$ cat src/rtl/iob_pcie_tx_ctrl_if.sv
// RIFFA TX channel and TX FIFO read-port bundle for iob_pcie_tx_ctrl.
// The master modport is the sequencer's view; slave is the FIFO/RIFFA side.
interface iob_pcie_tx_ctrl_if #(
   parameter int unsigned DATA_W = 32,
   parameter int unsigned PCI_W  = 64
);
   logic              fifo_empty_i;
   logic [PCI_W-1:0]  fifo_data_i;
   logic              fifo_ren_o;
   logic              chnl_tx_o;
   logic              chnl_tx_last_o;
   logic [DATA_W-1:0] chnl_tx_len_o;
   logic [30:0]       chnl_tx_off_o;
   logic [PCI_W-1:0]  chnl_tx_data_o;
   logic              chnl_tx_data_valid_o;
   logic              chnl_tx_data_ren_i;
   logic              chnl_tx_ack_i;

   modport master (
      input  fifo_empty_i,
      input  fifo_data_i,
      input  chnl_tx_data_ren_i,
      input  chnl_tx_ack_i,
      output fifo_ren_o,
      output chnl_tx_o,
      output chnl_tx_last_o,
      output chnl_tx_len_o,
      output chnl_tx_off_o,
      output chnl_tx_data_o,
      output chnl_tx_data_valid_o
   );

   modport slave (
      output fifo_empty_i,
      output fifo_data_i,
      output chnl_tx_data_ren_i,
      output chnl_tx_ack_i,
      input  fifo_ren_o,
      input  chnl_tx_o,
      input  chnl_tx_last_o,
      input  chnl_tx_len_o,
      input  chnl_tx_off_o,
      input  chnl_tx_data_o,
      input  chnl_tx_data_valid_o
   );
endinterface

$ cat src/rtl/iob_pcie_tx_ctrl.sv
// RIFFA TX channel sequencer: frames one transaction per start_i and streams ceil(LEN/2)
// 64-bit beats from the TX FIFO through a 2-entry buffer that hides the FIFO read latency.
module iob_pcie_tx_ctrl #(
   parameter int unsigned DATA_W       = 32,
   parameter int unsigned C_PCI_DATA_W = 64,
   parameter int unsigned ACK_TIMEOUT  = 1024
) (
   input  logic              clk,
   input  logic              rst,
   input  logic              start_i,
   input  logic [DATA_W-1:0] len_i,
   output logic              busy_o,
   output logic              done_o,
   output logic              error_o,
   output logic [DATA_W-1:0] beats_sent_o,
   iob_pcie_tx_ctrl_if.master bus
);

   typedef enum logic [1:0] {StIdle, StReq, StData, StDone} state_e;

   localparam logic [31:0] AckLimit = 32'(ACK_TIMEOUT - 1);

   state_e                  state_q, state_d;
   logic                    chnl_tx_q, chnl_tx_d;
   logic [DATA_W-1:0]       len_q, len_d;
   logic                    done_q, done_d;
   logic                    error_q, error_d;
   logic [DATA_W-1:0]       beats_sent_q, beats_sent_d;
   logic [DATA_W-1:0]       beats_q, beats_d;
   logic [DATA_W-1:0]       fetch_left_q, fetch_left_d;
   logic [31:0]             timer_q, timer_d;
   logic [1:0]              occ_q, occ_d;
   logic                    inflight_q, inflight_d;
   logic [C_PCI_DATA_W-1:0] buf_q [2];
   logic [C_PCI_DATA_W-1:0] buf_d [2];

   logic              active;
   logic              valid;
   logic              consume;
   logic              arrival;
   logic              fifo_ren;
   logic              last_consume;
   logic              flush;
   logic [2:0]        pending;
   logic [1:0]        wr_base;
   logic [DATA_W-1:0] beats_calc;

   // Round up without widening: len=0xFFFFFFFF yields 0x80000000.
   assign beats_calc = (len_i >> 1) + DATA_W'(len_i[0]);

   assign active  = (state_q == StReq) || (state_q == StData);
   assign valid   = (occ_q != 2'd0) && (state_q == StData);
   assign consume = valid && bus.chnl_tx_data_ren_i;
   // Data returning after an abort lands while IDLE and is dropped.
   assign arrival = inflight_q && (state_q != StIdle);

   assign pending  = {1'b0, occ_q} + {2'b00, inflight_q} - {2'b00, consume};
   assign fifo_ren = active && (fetch_left_q != '0) && !bus.fifo_empty_i && (pending < 3'd2);

   assign last_consume = consume && ((beats_sent_q + DATA_W'(1)) == beats_q);

   // FSM next state and status.
   always_comb begin
      state_d      = state_q;
      len_d        = len_q;
      done_d       = 1'b0;
      error_d      = 1'b0;
      flush        = 1'b0;
      beats_d      = beats_q;
      timer_d      = timer_q;
      beats_sent_d = beats_sent_q + DATA_W'(consume);
      fetch_left_d = fetch_left_q - DATA_W'(fifo_ren);

      unique case (state_q)
         StIdle: begin
            if (start_i) begin
               beats_sent_d = '0;
               if (len_i != '0) begin
                  state_d      = StReq;
                  len_d        = len_i;
                  beats_d      = beats_calc;
                  fetch_left_d = beats_calc;
                  timer_d      = '0;
               end else begin
                  done_d = 1'b1;
               end
            end
         end
         StReq: begin
            timer_d = timer_q + 32'd1;
            if (bus.chnl_tx_ack_i) begin
               state_d = StData;
            end else if ((ACK_TIMEOUT != 0) && (timer_q == AckLimit)) begin
               state_d = StIdle;
               error_d = 1'b1;
               flush   = 1'b1;
            end
         end
         StData: begin
            if (last_consume) begin
               state_d = StDone;
               done_d  = 1'b1;
            end
         end
         StDone: begin
            state_d = StIdle;
         end
         default: begin
            state_d = StIdle;
         end
      endcase
   end

   assign chnl_tx_d  = (state_d == StReq) || (state_d == StData);
   assign inflight_d = fifo_ren;
   assign wr_base    = occ_q - {1'b0, consume};

   // Output buffer: shift on consume, arriving beat lands behind the surviving entries.
   always_comb begin
      buf_d = buf_q;
      occ_d = occ_q + {1'b0, arrival} - {1'b0, consume};
      if (consume) begin
         buf_d[0] = buf_q[1];
      end
      if (arrival) begin
         buf_d[wr_base[0]] = bus.fifo_data_i;
      end
      if (flush) begin
         occ_d    = 2'd0;
         buf_d[0] = '0;
         buf_d[1] = '0;
      end
   end

   always_ff @(posedge clk) begin
      if (rst) begin
         state_q      <= StIdle;
         chnl_tx_q    <= 1'b0;
         len_q        <= '0;
         done_q       <= 1'b0;
         error_q      <= 1'b0;
         beats_sent_q <= '0;
         beats_q      <= '0;
         fetch_left_q <= '0;
         timer_q      <= '0;
         occ_q        <= 2'd0;
         inflight_q   <= 1'b0;
         buf_q[0]     <= '0;
         buf_q[1]     <= '0;
      end else begin
         state_q      <= state_d;
         chnl_tx_q    <= chnl_tx_d;
         len_q        <= len_d;
         done_q       <= done_d;
         error_q      <= error_d;
         beats_sent_q <= beats_sent_d;
         beats_q      <= beats_d;
         fetch_left_q <= fetch_left_d;
         timer_q      <= timer_d;
         occ_q        <= occ_d;
         inflight_q   <= inflight_d;
         buf_q[0]     <= buf_d[0];
         buf_q[1]     <= buf_d[1];
      end
   end

   assign busy_o       = (state_q != StIdle);
   assign done_o       = done_q;
   assign error_o      = error_q;
   assign beats_sent_o = beats_sent_q;

   assign bus.fifo_ren_o           = fifo_ren;
   assign bus.chnl_tx_o            = chnl_tx_q;
   assign bus.chnl_tx_last_o       = 1'b1;
   assign bus.chnl_tx_len_o        = len_q;
   assign bus.chnl_tx_off_o        = '0;
   assign bus.chnl_tx_data_o       = buf_q[0];
   assign bus.chnl_tx_data_valid_o = valid;

endmodule

$ cat src/flat_wrapper.sv
// flat-port wrapper written by rule: the top's interface ports become plain ports
module iob_pcie_tx_ctrl_flat 
#(
   parameter int unsigned DATA_W       = 32,
   parameter int unsigned C_PCI_DATA_W = 64,
   parameter int unsigned ACK_TIMEOUT  = 1024
)
  (clk, rst, start_i, len_i, busy_o, done_o, error_o, beats_sent_o, bus_fifo_empty_i, bus_fifo_data_i, bus_chnl_tx_data_ren_i, bus_chnl_tx_ack_i, bus_fifo_ren_o, bus_chnl_tx_o, bus_chnl_tx_last_o, bus_chnl_tx_len_o, bus_chnl_tx_off_o, bus_chnl_tx_data_o, bus_chnl_tx_data_valid_o);
  iob_pcie_tx_ctrl_if #(.DATA_W(DATA_W), .PCI_W(64)) bus_i ();
  input  logic clk;
  input  logic rst;
  input  logic start_i;
  input  logic [DATA_W-1:0] len_i;
  output logic busy_o;
  output logic done_o;
  output logic error_o;
  output logic [DATA_W-1:0] beats_sent_o;
  input wire logic [$bits(bus_i.fifo_empty_i)-1:0] bus_fifo_empty_i;
  input wire logic [$bits(bus_i.fifo_data_i)-1:0] bus_fifo_data_i;
  input wire logic [$bits(bus_i.chnl_tx_data_ren_i)-1:0] bus_chnl_tx_data_ren_i;
  input wire logic [$bits(bus_i.chnl_tx_ack_i)-1:0] bus_chnl_tx_ack_i;
  output wire logic [$bits(bus_i.fifo_ren_o)-1:0] bus_fifo_ren_o;
  output wire logic [$bits(bus_i.chnl_tx_o)-1:0] bus_chnl_tx_o;
  output wire logic [$bits(bus_i.chnl_tx_last_o)-1:0] bus_chnl_tx_last_o;
  output wire logic [$bits(bus_i.chnl_tx_len_o)-1:0] bus_chnl_tx_len_o;
  output wire logic [$bits(bus_i.chnl_tx_off_o)-1:0] bus_chnl_tx_off_o;
  output wire logic [$bits(bus_i.chnl_tx_data_o)-1:0] bus_chnl_tx_data_o;
  output wire logic [$bits(bus_i.chnl_tx_data_valid_o)-1:0] bus_chnl_tx_data_valid_o;
  assign bus_i.fifo_empty_i = bus_fifo_empty_i;
  assign bus_i.fifo_data_i = bus_fifo_data_i;
  assign bus_i.chnl_tx_data_ren_i = bus_chnl_tx_data_ren_i;
  assign bus_i.chnl_tx_ack_i = bus_chnl_tx_ack_i;
  assign bus_fifo_ren_o = bus_i.fifo_ren_o;
  assign bus_chnl_tx_o = bus_i.chnl_tx_o;
  assign bus_chnl_tx_last_o = bus_i.chnl_tx_last_o;
  assign bus_chnl_tx_len_o = bus_i.chnl_tx_len_o;
  assign bus_chnl_tx_off_o = bus_i.chnl_tx_off_o;
  assign bus_chnl_tx_data_o = bus_i.chnl_tx_data_o;
  assign bus_chnl_tx_data_valid_o = bus_i.chnl_tx_data_valid_o;
  iob_pcie_tx_ctrl #(.DATA_W(DATA_W), .C_PCI_DATA_W(C_PCI_DATA_W), .ACK_TIMEOUT(ACK_TIMEOUT)) u_core (.clk(clk), .rst(rst), .start_i(start_i), .len_i(len_i), .busy_o(busy_o), .done_o(done_o), .error_o(error_o), .beats_sent_o(beats_sent_o), .bus(bus_i));
endmodule
$ cat config.mk
export PLATFORM = sky130hd
export DESIGN_NAME = iob_pcie_tx_ctrl_flat
export DESIGN_NICKNAME = d
export VERILOG_FILES = /design/src/rtl/iob_pcie_tx_ctrl_if.sv /design/src/rtl/iob_pcie_tx_ctrl.sv /design/src/flat_wrapper.sv
export SDC_FILE = /design/constraint.sdc
export NUM_CORES = 1
export LEC_CHECK = 0
export ABC_AREA = 1
export ABC_CLOCK_PERIOD_IN_PS = 4600
export CAP_MARGIN = 20
export CORE_MARGIN = 5
export CORE_UTILIZATION = 25
export DETAILED_ROUTE_END_ITERATION = 16
export PLACE_DENSITY = 0.44
export SLEW_MARGIN = 0
export SYNTH_ARGS = -nofsm -noshare
export SYNTH_HDL_FRONTEND = slang
export SYNTH_SLANG_ARGS = --single-unit
$ cat constraint.sdc
create_clock -name clk -period 4.6 [get_ports clk]
set_input_delay 0.46 -clock clk [delete_from_list [all_inputs] [get_ports clk]]
set_output_delay 0.46 -clock clk [all_outputs]
set_load 0.02 [all_outputs]
==> key figures, run 1 <==
Detailed routing
  • TritonRoute pass-1 iters: 5
  • Detailed-route via count: 15,303
  • Antenna-violating nets left: 0
  • Post-detailed-route via-to-cell ratio: 4.668
  • Wirelength, routed: 57.99 mm
  • Average wire length per cell after detail routing: 17.69 microns
  • Remaining routing DRC violations: 0
  • Initial DRC count: around 1,100

Die
  • Area of the placeable core: 62,970 sq um
  • Count of standard-cell rows: 92
  • Die outline width: ~260 microns
  • Die extent in y: 262.0 microns
  • Initial core utilization: 25.22%
  • Floorplan die area: 68,660 sq um
  • Number of top-level design ports: 268

Yosys
  • Ys Warns: 0
  • Cell area after synthesis: between 15,000 and 20,000 sq um
  • Sequential share of the synthesized area: 37.31%
  • Flip-flop and latch count after synthesis: 296
  • Gate count after technology mapping: ~2,300
  • EDFF count, synth: 0
  • Number of distinct library cells after synthesis: 55
  • Post-synthesis average cell area: 6.965 sq um
  • Area share of the largest cell type after synthesis: between 30% and 40%
  • Most frequently used flop master after synthesis: dfxtp_1
  • Fraction of registers with async set or reset after synthesis: 0%
  • Ranking of synthesized cells by area: dfxtp_1 (37%), nand2_1 (13%), nor2_1 (6.8%), a21oi_1 (6.4%), buf_4 (4.6%)
  • Largest area contributor in the netlist: dfxtp_1

Critical path
  • Reg-to-reg critical path startpoint: u_core.state_q[0]
  • Worst Setup Start Kind: register
  • Arrival time at the worst endpoint: 4530 ps
  • Crit Path Category: register to register
  • Reg-to-reg setup timing slack: 500 ps
  • Max FO, Critical Path: 5
  • Worst endpoint required time: 5040 ps
  • End of the worst register-to-register path: u_core.fetch_left_q[28]
  • Worst r2r path cells: 26
  • Endpoint kind of the worst setup timing path: register

STA
  • Post-route worst setup slack: 502.5 ps
  • Actual slew at the worst max-slew pin: 884.5 ps
  • Max-slew violation count: 0
  • Worst-case clock skew: approximately 23 ps
  • Achievable Freq: around 0.24 GHz
  • Number of endpoints with negative hold slack in the final report: 0
  • RSZ-0062 raised after global routing: no
  • Slew HR: 41.03%
  • Sum of negative setup slack: 0 ps
  • Post-Route Hold Slack: 286.9 ps
  • Final clock period utilization by the worst path: 89.08%
  • Final worst path period need: just over 4000 ps
  • Setup-violating endpoint count in the final report: 0

CTS
  • Quantity of hold-fixing buffers added after cts: 0
  • Largest buffer count on any clock path: 3
  • Inserted Clock Buffers: 38
  • Clock tree from TritonCTS: built
  • Root buf cell: clkbuf_16
  • Total number of H-tree levels: 2
  • Worst-Skew Late Latency: around 570 ps
  • Clk pin slew, worst setup/hold paths: approximately 60 ps
  • Clk sinks: 296

Hold path
  • Class of the worst hold path: input port to register
  • Number of cells on the worst hold path: 2
  • Worst Hold End: u_core.timer_q[0]
  • Start point of the worst hold path: rst

Placed design
  • Routability cong.: between 0.8 and 0.9
  • Placed standard-cell area: 18,420 sq um
  • Estimated wirelength of the detail-placed design: roughly 42 mm
  • Pre-CTS setup slack: 87.30 ps
  • Buffers on Ports: roughly 240

Final layout
  • Most common cell after layout, fill and taps aside: nand2_1
  • Net count reported at finish: approximately 2,500
  • Fraction of final layout cells with drive strength greater than 1: 7.075%
  • Area overhead of the layout relative to synthesis: 25.10%
  • Finished Cell Area: 19,870 sq um
  • Core occupancy in the finished layout: 31.55%
  • Commonest cells after routing, fill and taps aside: nand2_1 (534), dfxtp_1 (296), nor2_1 (282)

Status
  • Run status: complete, no violations

Global routing
  • Overall fraction of global-route tracks in use: 16.09%
  • Largest net degree at the start of global routing: 131
  • Wire length of the first global-routing pass: 87.29 mm
  • Total grt overflow: 0
  • Number of antenna violations at the first check in global routing: 1
  • Vias in the first global route: 14,359

Job
  • Total of max-cap violations: 0

Power and ir drop
  • Maximum vdd drop: ~0.20 mV
  • Pwr/cell area: ~430 nW/um^2
  • Leak Pwr: 0.006991 uW
## where the power goes
| group | internal [uW] | total (uW) | switching [uW] |
|---|---|---|---|
| logic | 737 | 2050 | 1310 |
| clock network | 2140 | 3390 | 1250 |
| registers | 2820 | 3020 | 201 |
| total | 5700 | 8460 | 2770 |
## kinds of logic after synthesis
family / synth area share [%]
AOI/OAI and AO/OA: 13.25
xor gates and xnor gates: 4.507
adders and majority gates: 1.465
buffers and inverters: 11.28
DFF: 37.31
other: 0.04729
and+or+nand+nor: 32.13
## per-stage QoR
stage | power (uW) | cells
finish | 8464 | 3278
global route | 8934 | 3278
detailed placement | 5141 | 3209
CTS | 8612 | 3277
floorplan | 4379 | 2310
global placement | 5140 | 3209
## synth_stat cells, types with 2 or more instances
library cell  number
clkbuf_8           2
nor2_1           286
nor4_2             2
nor4_1            26
nand4_4            2
nor2_4            12
a31oi_1            3
nand3_1          141
clkbuf_1          84
o21ai_1            6
buf_4             98
buf_1              2
nor3_1            54
xnor2_1           24
nand2_2           12
xor2_1            55
nand3b_1           4
inv_1            158
inv_2              4
nand4_1           33
nand3_2            8
o21a_1             3
a211oi_1           5
dfxtp_1          296
buf_2             14
nor2_2            25
a311oi_1          64
o21ai_0           72
nor3b_1            2
conb_1             2
ha_1              17
nand2_1          540
a21oi_1          202
## worst max path at each step
stage / from / to / depth (start not counted)
3_5_place_dp: bus_chnl_tx_data_ren_i / u_core.fetch_left_q[28] / 24
4_1_cts: u_core.state_q[0] / u_core.fetch_left_q[28] / 26
5_1_grt: u_core.state_q[0] / u_core.fetch_left_q[27] / 27
6_report: u_core.state_q[0] / u_core.fetch_left_q[28] / 26
2_1_floorplan: u_core.state_q[0] / u_core.fetch_left_q[28] / 28
3_3_place_gp: bus_chnl_tx_data_ren_i / u_core.fetch_left_q[28] / 24
## final cells by class
cell class | instances | area, sq um
Antenna cell | 1 | 2.502
Clock buffer | 50 | 1056
Clock inverter | 18 | 366.6
Fill cell | 6817 | 43100
Inverter | 164 | 616.8
Multi-Input combinational cell | 1648 | 8330
Sequential cell | 296 | 5926
Tap cell | 846 | 1059
Timing Repair Buffer | 255 | 2510
## critical path: stages (launching register included)
cell     delay, ps
dfxtp_1        360
inv_1          100
ha_1           230
o21a_1         140
nand2_2         70
inv_2           40
ha_1           330
inv_2           70
nand2_1         50
fa_1           370
xnor2_1        140
nand4_1        150
nor2_2         150
ha_1           180
ha_1           140
inv_1           40
nor2_2         130
inv_1           60
nor2_2         130
inv_1           90
nor2_4         120
nand3_2        120
nor2_2         140
nand2_1        140
o21a_1         200
o31ai_1        190
nor2_1          70
## per-layer routing
| metal | share of wire, % | global-route usage [%] | up-vias |
|---|---|---|---|
| met5 | 0 | 0 | - |
| met4 | 2.3 | 4.299 | 0 |
| met3 | 4.6 | 2.488 | 69 |
| met2 | 48 | 26.90 | 409 |
| met1 | 45 | 21.74 | 7177 |
| li1 | - | - | 7648 |
## repair_timing
item | in CTS | in global routing
endpoints found under the setup margin | 0 | 5
resized for setup | 0 | 7
buffers inserted | 0 | 0
endpoints found under the hold margin | 0 | 0
(Power assumes the default switching activity.)
==> inputs of run 2 (changes only) <==
- ABC_AREA: 1 -> 0
- PLACE_DENSITY: 0.44 -> 0.45
==> key figures, run 2 <==
Final layout
  • Fill cell total of the finished layout: 6,113
  • Core occupancy in the finished layout: 31.79%
  • Commonest cells after routing, fill and taps aside: dfxtp_1 (296), nand2_1 (265), clkdlybuf4s50_1 (234)
  • Area overhead of the layout relative to synthesis: 25.88%
  • Fraction of final layout cells with drive strength greater than 1: 6.433%
  • Final standard cell count with taps included and fillers excluded: 2,678
  • Net count reported at finish: ~2,000
  • Area of the multi-input gates: 7481 sq um
  • Storage cell area: 5926 sq um
  • Most common cell after layout, fill and taps aside: dfxtp_1
  • Finished Cell Area: 18,340 sq um

Die
  • Area of the placeable core: 57,700 sq um
  • Number of top-level design ports: 268
  • Die extent in y: 251.4 microns
  • Floorplan die area: around 63,000 sq um
  • Die outline width: between 200 and 300 microns
  • Count of standard-cell rows: 88
  • Initial core utilization: 25.26%

Critical path
  • Max FO, Critical Path: 4
  • Crit Path Category: register to primary output
  • Arrival time at the worst endpoint: 3810 ps
  • CP Launch Point: u_core.state_q[0]
  • Worst r2r path cells: 19
  • Reg-to-reg critical path startpoint: u_core.state_q[0]
  • Termination of the worst setup path: bus_fifo_ren_o
  • Worst Setup Start Kind: register
  • Reg-to-reg setup timing slack: 650 ps
  • Worst endpoint required time: 4140 ps
  • Endpoint kind of the worst setup timing path: primary output
  • End of the worst register-to-register path: u_core.fetch_left_q[31]

Yosys
  • Ys Warns: 0
  • Top-count cell post-synth: dfxtp_1
  • Xor-xnor portion of the synthesized cell area: 8.775%
  • Gate count after technology mapping: between 1,500 and 2,000
  • Number of distinct library cells after synthesis: 68
  • Largest area contributor in the netlist: dfxtp_1
  • Area share of the largest cell type after synthesis: between 40% and 50%
  • Sequential share of the synthesized area: 40.66%
  • Cell area after synthesis: around 15,000 sq um
  • Fraction of registers with async set or reset after synthesis: 0%
  • Top cells by instance count after synthesis: dfxtp_1 (296), nand2_1 (268), nor2_1 (194), a21oi_1 (152), buf_4 (96)
  • Fraction of the mapped netlist area in compound gates: 13.63%
  • Share of synthesized cell area in full adder, half adder and majority cells: roughly 1.6%
  • Post-synthesis average cell area: roughly 8.3 sq um
  • Flip-flop and latch count after synthesis: 296
  • Ranking of synthesized cells by area: dfxtp_1 (41%), nand2_1 (6.9%), xnor2_1 (5.6%), a21oi_1 (5.2%), nor2_1 (5.0%)
  • EDFF count, synth: 0
  • Share of cell area taken by muxes after synthesis: 4.611%
  • Most frequently used flop master after synthesis: dfxtp_1
  • Simple-gate area share of the yosys netlist: 21.57%
  • Combinational family with the most area after synthesis: simple AND/OR/NAND/NOR gates

STA
  • Final worst path period need: about 4300 ps
  • Sum of negative setup slack: 0 ps
  • Number of endpoints with negative hold slack in the final report: 0
  • RSZ-0062 raised after global routing: no
  • Post-route worst setup slack: 334.9 ps
  • Slew HR: a little over a third
  • Achievable Freq: 0.2345 GHz
  • Final clock period utilization by the worst path: 92.72%
  • Max-slew violation count: 0
  • Worst-case clock skew: roughly 20 ps
  • Actual slew at the worst max-slew pin: ~970 ps
  • Setup-violating endpoint count in the final report: 0

Placed design
  • Placed standard-cell area: 16,960 sq um
  • Pre-CTS setup slack: 465.5 ps
  • Cell total after placement: 2,604
  • Buffers on Ports: approximately 240
  • Routability cong.: 0.7697
  • Estimated wirelength of the detail-placed design: 31.99 mm

CTS
  • Total number of H-tree levels: 2
  • Worst-Skew Late Latency: 560 ps
  • Quantity of hold-fixing buffers added after cts: 0
  • Largest buffer count on any clock path: 3
  • Clk sinks: 296
  • Post-CTS Resized: 0
  • Clk pin slew, worst setup/hold paths: approximately 60 ps
  • Post CTS Setup Buffer Count: 0
  • Inserted Clock Buffers: 40
  • Root buf cell: clkbuf_16
  • Clock tree from TritonCTS: built

Detailed routing
  • Initial DRC count: 659
  • Wirelength, routed: ~45 mm
  • Average wire length per cell after detail routing: 16.94 microns
  • Antenna-violating nets left: 0
  • Remaining routing DRC violations: 0
  • Detailed-route via count: roughly 12,000
  • TritonRoute pass-1 iters: 5
  • Post-detailed-route via-to-cell ratio: 4.587

Global routing
  • Overall fraction of global-route tracks in use: 13.80%
  • Number of antenna violations at the first check in global routing: 5
  • Vias in the first global route: 11,899
  • Total grt overflow: 0
  • Largest net degree at the start of global routing: 86
  • Wire length of the first global-routing pass: 70.49 mm

Power and ir drop
  • Leak Pwr: 0.006660 uW
  • Maximum vdd drop: 0.2209 mV
  • Pwr/cell area: ~360 nW/um^2

Status
  • Run status: complete, no violations

Job
  • Total of max-cap violations: 0

Hold path
  • Class of the worst hold path: input port to register
-- run 2: cell types whose count changed in the layout (fill, tap and decap cells not counted), sizes merged, moves of 64 or more --
cell / delta
a211oi: +70
a311oi: -64
inv: -133
mux2i: +66
nand2: -285
nand3: -106
nor2: -130
xnor2: +69
-- run 2: cells by family (layout without fill, tap and decap cells) --
| group | after synthesis | count (layout) |
|---|---|---|
| simple gates | 679 | 679 |
| compound gates | 319 | 319 |
| flops | 296 | 296 |
| buf+inv | 226 | 355 |
| xor+xnor | 146 | 146 |
| mux | 67 | 67 |
| fa+ha+maj | 18 | 18 |
| other cells | 2 | 33 |
-- run 2: critical path, cell delays in order, from the launching register on --
cell and delay (ps):
dfxtp_1 350, inv_1 90, ha_1 210, o21a_1 150, nand2_4 80, inv_1 60
ha_1 330, inv_1 170, nand2_1 90, fa_1 380, xnor2_1 150, nand4b_1 160
a41oi_1 260, buf_4 180, clkdlybuf4s50_1 610
-- run 2: layout make-up --
| class | instances | area share (%) |
|---|---|---|
| Antenna cell | 1 | 0.01364 |
| Clock inverter | 17 | 1.248 |
| Tap cell | 765 | 5.218 |
| Sequential cell | 296 | 32.30 |
| Timing Repair Buffer | 254 | 13.59 |
| Clock buffer | 56 | 6.275 |
| Inverter | 28 | 0.5730 |
| Multi-Input combinational cell | 1261 | 40.78 |
-- run 2: how the worst min path moves through the flow --
stage,from,endpoint,slack [ps],depth (start not counted)
after floorplan,register,register,440,2
after global placement,register,register,440,2
after detailed placement,register,register,450,2
after CTS,rst,u_core.bus.chnl_tx_o,70,2
after global routing,rst,u_core.bus.chnl_tx_o,90,2
final,rst,u_core.bus.chnl_tx_o,110,2
-- run 2: stage by stage --
stage | total power, uW | hold WS (ps)
6_report | 6635 | 109.0
3_3_place_gp | 3459 | 440.5
2_1_floorplan | 3181 | 435.7
5_1_grt | 6913 | 90.35
4_1_cts | 6761 | 68.07
3_5_place_dp | 3464 | 445.8
-- run 2: where the power goes --
group	internal, uW	switching [uW]	leakage (uW)
combinational	288	398	0.00358
sequential	2650	65.7	0.00240
clock	1990	1240	0.000680
-- run 2: metal layers --
metal  share of wire (%)  GRT usage, %  vias up
met1                  46         18.51     5790
met5               0.090             0        -
met3                 6.3         3.917       66
li1                    -             -     6158
met2                  45         21.80      264
met4                 2.4         3.930        6
